===== src/rtl/sha256_msg_padder.sv =====
// SHA-256 message padder: packs bytes into 512-bit blocks, appends 0x80, zero fill and 64-bit bit length.
// Optional block handshake counter output blk_cnt is enabled by defining SHA256_PAD_BLKCNT_EN.
module sha256_msg_padder #(
    parameter int LEN_W = 64
) (
    input  logic         clk,
    input  logic         Reset,
    input  logic         byte_valid,
    input  logic [7:0]   byte_data,
    input  logic         byte_last,
    output logic         byte_ready,
    output logic         block_valid,
    output logic [511:0] block,
    output logic         block_last,
    input  logic         block_ready
`ifdef SHA256_PAD_BLKCNT_EN
    ,
    output logic [15:0]  blk_cnt
`endif
);

    typedef enum logic [1:0] {FILL, PAD, EMIT, EMIT_LEN} state_t;

    state_t             state_q;
    logic [6:0]         idx_q;
    logic [LEN_W-1:0]   len_q;
    logic [LEN_W-1:0]   len_d;
    logic               len_pend_q;
    logic               lead80_q;
    logic [511:0]       block_q;
    logic               block_valid_q;
    logic               block_last_q;
    logic [63:0]        len64;
    logic               block_fire;

    assign len_d       = len_q + LEN_W'(8);
    assign len64       = 64'(len_q);
    assign block_fire  = block_valid_q && block_ready;

    assign byte_ready  = (state_q == FILL);
    assign block_valid = block_valid_q;
    assign block       = block_q;
    assign block_last  = block_last_q;

    // Byte n lives in word n/4, most significant byte first within the word.
    function automatic logic [8:0] byte_lsb(input logic [5:0] n);
        return {n[5:2], 5'b0} + {4'b0, ~n[1:0], 3'b0};
    endfunction

    always_ff @(posedge clk) begin
        if (Reset) begin
            state_q       <= FILL;
            idx_q         <= '0;
            len_q         <= '0;
            len_pend_q    <= 1'b0;
            lead80_q      <= 1'b0;
            block_q       <= '0;
            block_valid_q <= 1'b0;
            block_last_q  <= 1'b0;
        end else begin
            case (state_q)
                FILL: begin
                    if (byte_valid) begin
                        block_q[byte_lsb(idx_q[5:0]) +: 8] <= byte_data;
                        idx_q <= idx_q + 7'd1;
                        len_q <= len_d;
                        if (byte_last) begin
                            state_q <= PAD;
                        end else if (idx_q == 7'd63) begin
                            state_q       <= EMIT;
                            block_valid_q <= 1'b1;
                            block_last_q  <= 1'b0;
                            idx_q         <= '0;
                        end
                    end
                end
                PAD: begin
                    // idx_q == 64 leaves the full block untouched; 0x80 moves to the length block.
                    for (int n = 0; n < 64; n++) begin
                        if (7'(n) == idx_q) begin
                            block_q[byte_lsb(6'(n)) +: 8] <= 8'h80;
                        end else if (7'(n) > idx_q) begin
                            block_q[byte_lsb(6'(n)) +: 8] <= 8'h00;
                        end
                    end
                    if (idx_q <= 7'd55) begin
                        block_q[479:448] <= len64[63:32];
                        block_q[511:480] <= len64[31:0];
                        block_last_q     <= 1'b1;
                        len_pend_q       <= 1'b0;
                    end else begin
                        block_last_q     <= 1'b0;
                        len_pend_q       <= 1'b1;
                        lead80_q         <= (idx_q == 7'd64);
                    end
                    state_q       <= EMIT;
                    block_valid_q <= 1'b1;
                end
                EMIT: begin
                    if (block_ready) begin
                        block_valid_q <= 1'b0;
                        if (len_pend_q) begin
                            state_q      <= EMIT_LEN;
                            block_q      <= {len64[31:0], len64[63:32], 416'b0,
                                             (lead80_q ? 32'h8000_0000 : 32'h0)};
                            block_last_q <= 1'b1;
                            len_pend_q   <= 1'b0;
                        end else begin
                            state_q <= FILL;
                            idx_q   <= '0;
                            if (block_last_q) begin
                                len_q <= '0;
                            end
                        end
                    end
                end
                EMIT_LEN: begin
                    if (!block_valid_q) begin
                        block_valid_q <= 1'b1;
                    end else if (block_ready) begin
                        state_q       <= FILL;
                        block_valid_q <= 1'b0;
                        idx_q         <= '0;
                        len_q         <= '0;
                        lead80_q      <= 1'b0;
                    end
                end
                default: state_q <= FILL;
            endcase
        end
    end

`ifdef SHA256_PAD_BLKCNT_EN
    logic [15:0] blk_cnt_q;

    always_ff @(posedge clk) begin
        if (Reset) begin
            blk_cnt_q <= '0;
        end else if (block_fire) begin
            blk_cnt_q <= blk_cnt_q + 16'd1;
        end
    end

    assign blk_cnt = blk_cnt_q;
`else
    logic unused_fire;
    assign unused_fire = block_fire;
`endif

endmodule


===== config.mk =====
export PLATFORM = sky130hd
export DESIGN_NAME = sha256_msg_padder
export DESIGN_NICKNAME = d
export VERILOG_FILES = /design/src/rtl/sha256_msg_padder.sv
export SDC_FILE = /design/constraint.sdc
export NUM_CORES = 1
export LEC_CHECK = 0
export CAP_MARGIN = 5
export CORE_AREA = 8 8 242 221
export DETAILED_ROUTE_END_ITERATION = 8
export DIE_AREA = 0 0 250 229
export GPL_TIMING_DRIVEN = 0
export HOLD_SLACK_MARGIN = 0.06
export PLACE_DENSITY = 0.79
export SLEW_MARGIN = 20
export SYNTH_ARGS = -nofsm -noshare
export SYNTH_HDL_FRONTEND = slang
export SYNTH_SLANG_ARGS = --single-unit

===== constraint.sdc =====
create_clock -name clk -period 4.5 [get_ports clk]
set_input_delay 0.45 -clock clk [delete_from_list [all_inputs] [get_ports clk]]
set_output_delay 0.45 -clock clk [all_outputs]
set_load 0.02 [all_outputs]

# Word-level counts from Yosys, hierarchy flattened
# Cells that the tools add are included.
[op_classes]
add_sub_neg = 4
order_cmp = 65
n_eq_ne = 143
shifts = 2
muxes = 177
bitwise = 1
reduce_logical = 77
[ops]
columns = ["op", "count"]
rows = [
  ["$mux W512", 3],
  ["$pmux W512 S3", 1],
  ["$mux W8", 128],
  ["$bwmux W512", 1],
  ["$shift A8 B11 Y512 const A", 1],
  ["$shiftx A8 B11 Y512", 1],
  ["$mux W64", 7],
  ["$reduce_and A5 Y1", 65],
  ["$eq A6 B7 Y1 const A", 32],
  ["$gt A6 B7 Y1 const A", 32],
  ["$pmux W64 S3", 1],
  ["$ne A3 B3 Y1 const B", 56],
  ["$eq A5 B7 Y1 const A", 16],
  ["$gt A5 B7 Y1 const A", 16],
  ["$add A64 B4 Y64 const B", 1],
  ["$eq A4 B7 Y1 const A", 8],
  ["$gt A4 B7 Y1 const A", 8],
  ["$mux W7", 7],
  ["$mux W32", 1],
  ["$ne A4 B4 Y1 const B", 8],
  ["$eq A3 B7 Y1 const A", 4],
  ["$gt A3 B7 Y1 const A", 4],
  ["$pmux W7 S3", 1],
  ["$ne A2 B2 Y1 const B", 9],
  ["other kinds (29)", 58],
]
[word_totals]
regBits = 589
in_bits = 13

# Longest topological paths before layout
[depth]
word_depth = 7
ltp_mapped = 13
depth_no_buf = 8

# Worst setup path before layout
# OpenSTA, ideal clock, no wires.
[synth_timing]
kind = "register -> register"
from = "reg idx_q[1]"
to = "reg block_q[469] (netlist: block[469])"
setup_time_ps = 79
arrival_ps = 3054
required_time_ps = 4421
slack_ps = 1367
stages_incl_launch_ff = 13
n_path_buf = 4
period_less_slack_ps = 3133
cell_sequence = "dfxtp_1 > buf_4 > clkbuf_1 > buf_2 > inv_1 > ha_1 > nor2b_1 > o211ai_2 > nor3_4 > o221a_2 > buf_6 > nor2_1 > a211oi_2"
[synth_between]
elab_chain_cells = 7
word_cells_on_any_way = 15
cone_classes = "2 x add/sub; 2 x order compare; 2 x eq/ne; 2 x shift; 5 x mux; 1 x bitwise; 1 x reduce/logical"
[synth_rtl]
columns = ["item", "line", "source"]
rows = [
  ["from (decl)", "25", "logic [6:0] idx_q;"],
  ["from (signal assigned)", "65", "idx_q <= idx_q + 7'd1;"],
  ["$not A2 Y2", "47", "return {n[5:2], 5'b0} + {4'b0, ~n[1:0], 3'b0};"],
  ["$add A9 B5 Y9", "47", ""],
  ["$neg A9 Y11", "64", "block_q[byte_lsb(idx_q[5:0]) +: 8] <= byte_data;"],
  ["$shiftx A8 B11 Y512 or $shift A8 B11 Y512 (tied branches)", "64", ""],
  ["$bwmux W512", "64", ""],
  ["$mux W512", "63", "if (byte_valid) begin"],
  ["$pmux W512 S3", "61", "case (state_q)"],
  ["to (signal, indexed assignment)", "64", ""],
  ["to (signal assigned)", "87", "block_q[479:448] <= len64[63:32];"],
  ["to (signal assigned)", "104", "block_q <= {len64[31:0], len64[63:32], 416'b0,"],
  ["to (decl)", "30", "logic [511:0] block_q;"],
]
# Parallel ways exist; a longest one is shown, timed or not. The select of a mux whose other input is x is not followed.
# A chain may end at the register's enable or synchronous reset.

# Final worst setup path
[layout_timing]
from = "reg state_q[1]"
to = "reg block_q[103] (netlist: block[103])"
[layout_between]
elab_chain_cells = 3
word_cells_on_any_way = 10
cone_classes = "6 x eq/ne; 1 x mux; 3 x reduce/logical"
[layout_rtl]
columns = ["item", "line", "source"]
rows = [
  ["from (decl)", "24", "state_t state_q;"],
  ["from (signal assigned)", "52", "state_q <= FILL;"],
  ["from (signal assigned)", "68", "state_q <= PAD;"],
  ["from (signal assigned)", "70", "state_q <= EMIT;"],
  ["$eq A2 B1 Y1, or another cell as far along", "61", ""],
  ["$ne A3 B3 Y1 (no source line), or another cell as far along", "n/a", ""],
  ["$reduce_and A5 Y1 (no source line)", "n/a", ""],
]
# Parallel ways exist; a longest one is shown, timed or not.

==> reports/qor.yml <==
outcome:
  status: "finished, violations left"
  violations: "negative setup slack"
logic_synthesis:
  synth_top_cell_by_area: "dfxtp_1"
  post_synth_instance_area_um2: 24830
  yosys_warnings: 0
  synth_cells: 2606
  yosysSeqAreaShare_pct: 47.25
  yosys_most_used_dff: "dfxtp_1"
  synthesis.nets: 2628
  ys_ff_latch: 586
  yosysTopAreaCellShare_pct: 47.25
  synth_edf_count: 0
  synth_cell_types: 98
  synth_area_per_cell_um2: 9.527
  synth.top_cells.by_area: "dfxtp_1 (47%), a22o_1 (7.8%), nor2_1 (4.4%)"
  async_flop_share_pct: 0
worst_setup_path:
  crit_fanout: 10
  crit_family: "buffers and inverters"
  crit_arrival_ns: 5.21
  r2r_cells: 9
  slowest_stage: "o32ai_1"
  cp-end-kind: "flip-flop"
  cp.buffers_inverters: 3
  crit_type: "flip-flop to flip-flop"
  required_ns: 5.05
  rr_startpoint: "state_q[1]"
  rrSetupSlack_ns: -0.15
  critPathMaxStageDelay_ns: 0.87
  reg2reg_to: "block[103]"
  path_cells: "inv_1, ha_1, clkbuf_2, and2_1, clkbuf_1, nand2_1, o32ai_1, mux2i_1, nor2_1"
  start_kind: "flip-flop"
cts:
  cts_buffers: 55
  path_clk_slew_ns: 0.07
  holdBufCountCts: 0
  cts_max_level: 2
  cts_buffer_depth: 3
  clock_latency_ns: 0.65
  cts_sinks: 586
  tritoncts: "done"
  clockRootBuffer: "clkbuf_16"
min_path:
  hp-start: "block[80]"
  hold_class: "flip-flop to flip-flop"
  min_to: "block[80]"
  min_path_cells: 1
timing:
  holdWs_ns: 0.4558
  hold_violations: 0
  skew_ns: 0.02958
  period_needed_ns: 4.653
  setup-tns-final_ns: -1.300
  maxSlewHeadroom_pct: 2.632
  layout_setup_ws_ns: -0.1534
  setup_viol: 30
  fmax_mhz: 214.9
  worst_pin_slew_ns: 1.457
  report.final.slew_viol_count: 0
  final.period_utilization_pct: 103.4
detailed_routing:
  postRouteAntennaNets: 0
  drt-total-wl_mm: 138.5
  drc: 0
  drt_iter0_markers: 4347
  drtPass1Iterations: 7
  wl_per_cell_um: 35.67
  vias: 27620
  avgViaCountPerCell: 7.110
global_routing:
  overflow: 0
  antenna_found_initial: 10
  first_global_vias: 26470
  grt_max_degree: 16
  grt_pass1_wl_mm: 193.3
  track_usage_pct: 45.45
placement:
  place_ws_ns: -0.3081
  dp_hpwl_mm: 102.4
  numPortBuffers: 526
  placed_cells: 3775
  gp_congestion: 1.179
  place_area_um2: 30970
finish:
  layout-drive-gt1-share_pct: 8.338
  syn_to_final_growth_pct: 32.92
  fin_area_um2: 33000
  final_cell_count_no_fill: 3884
  finish.utilization_pct: 66.56
  fill_cells: 3750
  fin_nets: 3215
flow_run:
  cap_violations: 0
die:
  rows: 78
  coreArea_um2: 49580
  die_h_um: 229
  initial_core_util_pct: 50.08
  die-width_um: 250
  die-area_um2: 57250
  io_pins: 528
power:
  vdd_drop_max_v: 0.0004148
  powerDensity_nw_per_um2: 479.3
  p_total_mw: 15.82
  p_leak_nw: 11.64
worst reg2reg max path, stage by stage, from the launching register on:
cell and delay (ns):
dfxtp_1 0.40, inv_1 0.09, ha_1 0.77, clkbuf_2 0.60
and2_1 0.26, clkbuf_1 0.65, nand2_1 0.67, o32ai_1 0.88
mux2i_1 0.15, nor2_1 0.12
cell type report:
type	count	area [µm²]	share of cell area, %
tap	640	800.8	2.427
buffer	188	860.8	2.609
timing repair buffer	531	5304	16.07
clock buffer	76	1535	4.652
sequential	586	11730	35.55
clock inverter	26	391.6	1.187
multi-input combinational	1796	12230	37.06
antenna	6	15.01	0.04550
inverter	35	131.4	0.3981
how the worst max path moves through the flow:
stage | endpoint | slack [ns] | cells past startpoint | startpoint
floorplan | block[469] | 1.37 | 12 | idx_q[1]
global placement | block[45] | -0.68 | 10 | idx_q[0]
detailed placement | block[463] | -0.31 | 11 | idx_q[1]
CTS | block[463] | -0.02 | 11 | idx_q[1]
global route | block[25] | -0.005 | 12 | idx_q[1]
finish | block[103] | -0.15 | 9 | state_q[1]
cell usage in the layout, fill, tap and decap left out, drive strengths merged, types with 30 or more instances in the layout:
| cell | synthesis | routed |
|---|---|---|
| nor3 | 69 | 69 |
| dfxtp | 586 | 586 |
| nor2b | 38 | 38 |
| clkbuf | 120 | 195 |
| clkdlybuf4s50 | 0 | 526 |
| nor4 | 30 | 30 |
| a22oi | 71 | 71 |
| o21ai | 65 | 65 |
| a211oi | 67 | 67 |
| buf | 69 | 74 |
| inv | 33 | 37 |
| nand4 | 44 | 44 |
| a21oi | 103 | 103 |
| o2bb2ai | 116 | 116 |
| and3 | 30 | 30 |
| nor2 | 291 | 291 |
| nand3 | 74 | 74 |
| nand2 | 147 | 147 |
| a22o | 221 | 221 |
flip-flops by register name, summed over array words and instances (netlist names):
signal / cells
idx_q: 7
state_q: 2
block: 512
block_last: 1
len_pend_q: 1
block_valid: 1
len64: 61
lead80_q: 1
layer usage:
| layer | vias to the layer above | wire length [µm] | track usage [%] |
|---|---|---|---|
| met2 | 2526 | 57580 | 66.94 |
| met1 | 13370 | 49840 | 53.92 |
| li1 | 11060 | - | - |
| met5 | - | 176 | 0.5190 |
| met3 | 646 | 21400 | 21.52 |
| met4 | 14 | 9551 | 25.87 |
power breakdown:
group	internal [mW]	switching, mW
logic	1.34	3.71
registers	5.48	0.210
clock network	2.92	2.16
cell families (layout without fill, tap and decap cells):
kind of cell,count (synthesis),after routing,synth area share [%]
DFF,586,586,47.25
and+or+nand+nor,852,852,18.03
buffers and inverters,224,856,3.916
AOI/OAI and AO/OA,865,865,27.59
muxes,31,31,1.265
adders and majority gates,9,9,0.4536
xor gates and xnor gates,39,39,1.497
other,0,6,0
synthesized netlist by cell type, types with 25 or more instances:
| cell type | n |
|---|---|
| dfxtp_1 | 586 |
| nor2_1 | 289 |
| a22o_1 | 221 |
| nand2_1 | 146 |
| clkbuf_1 | 120 |
| o2bb2ai_1 | 116 |
| a21oi_1 | 103 |
| nand3_1 | 74 |
| a22oi_1 | 71 |
| a211oi_1 | 57 |
| nor3_1 | 57 |
| o21ai_0 | 53 |
| nand4_1 | 44 |
| buf_2 | 39 |
| nor2b_1 | 38 |
| inv_1 | 33 |
| and3_1 | 30 |
| o22ai_1 | 29 |
| xor2_1 | 29 |
| mux2i_1 | 28 |
| and2_1 | 25 |
what timing repair did:
action | 4_1_cts | 5_1_grt
resized for setup | 10 | 13
pin swaps | 1 | 0
setup endpoints to repair | 87 | 160
buffers inserted | 1 | 0
No activity file was read; power rests on OpenSTA's default activity.
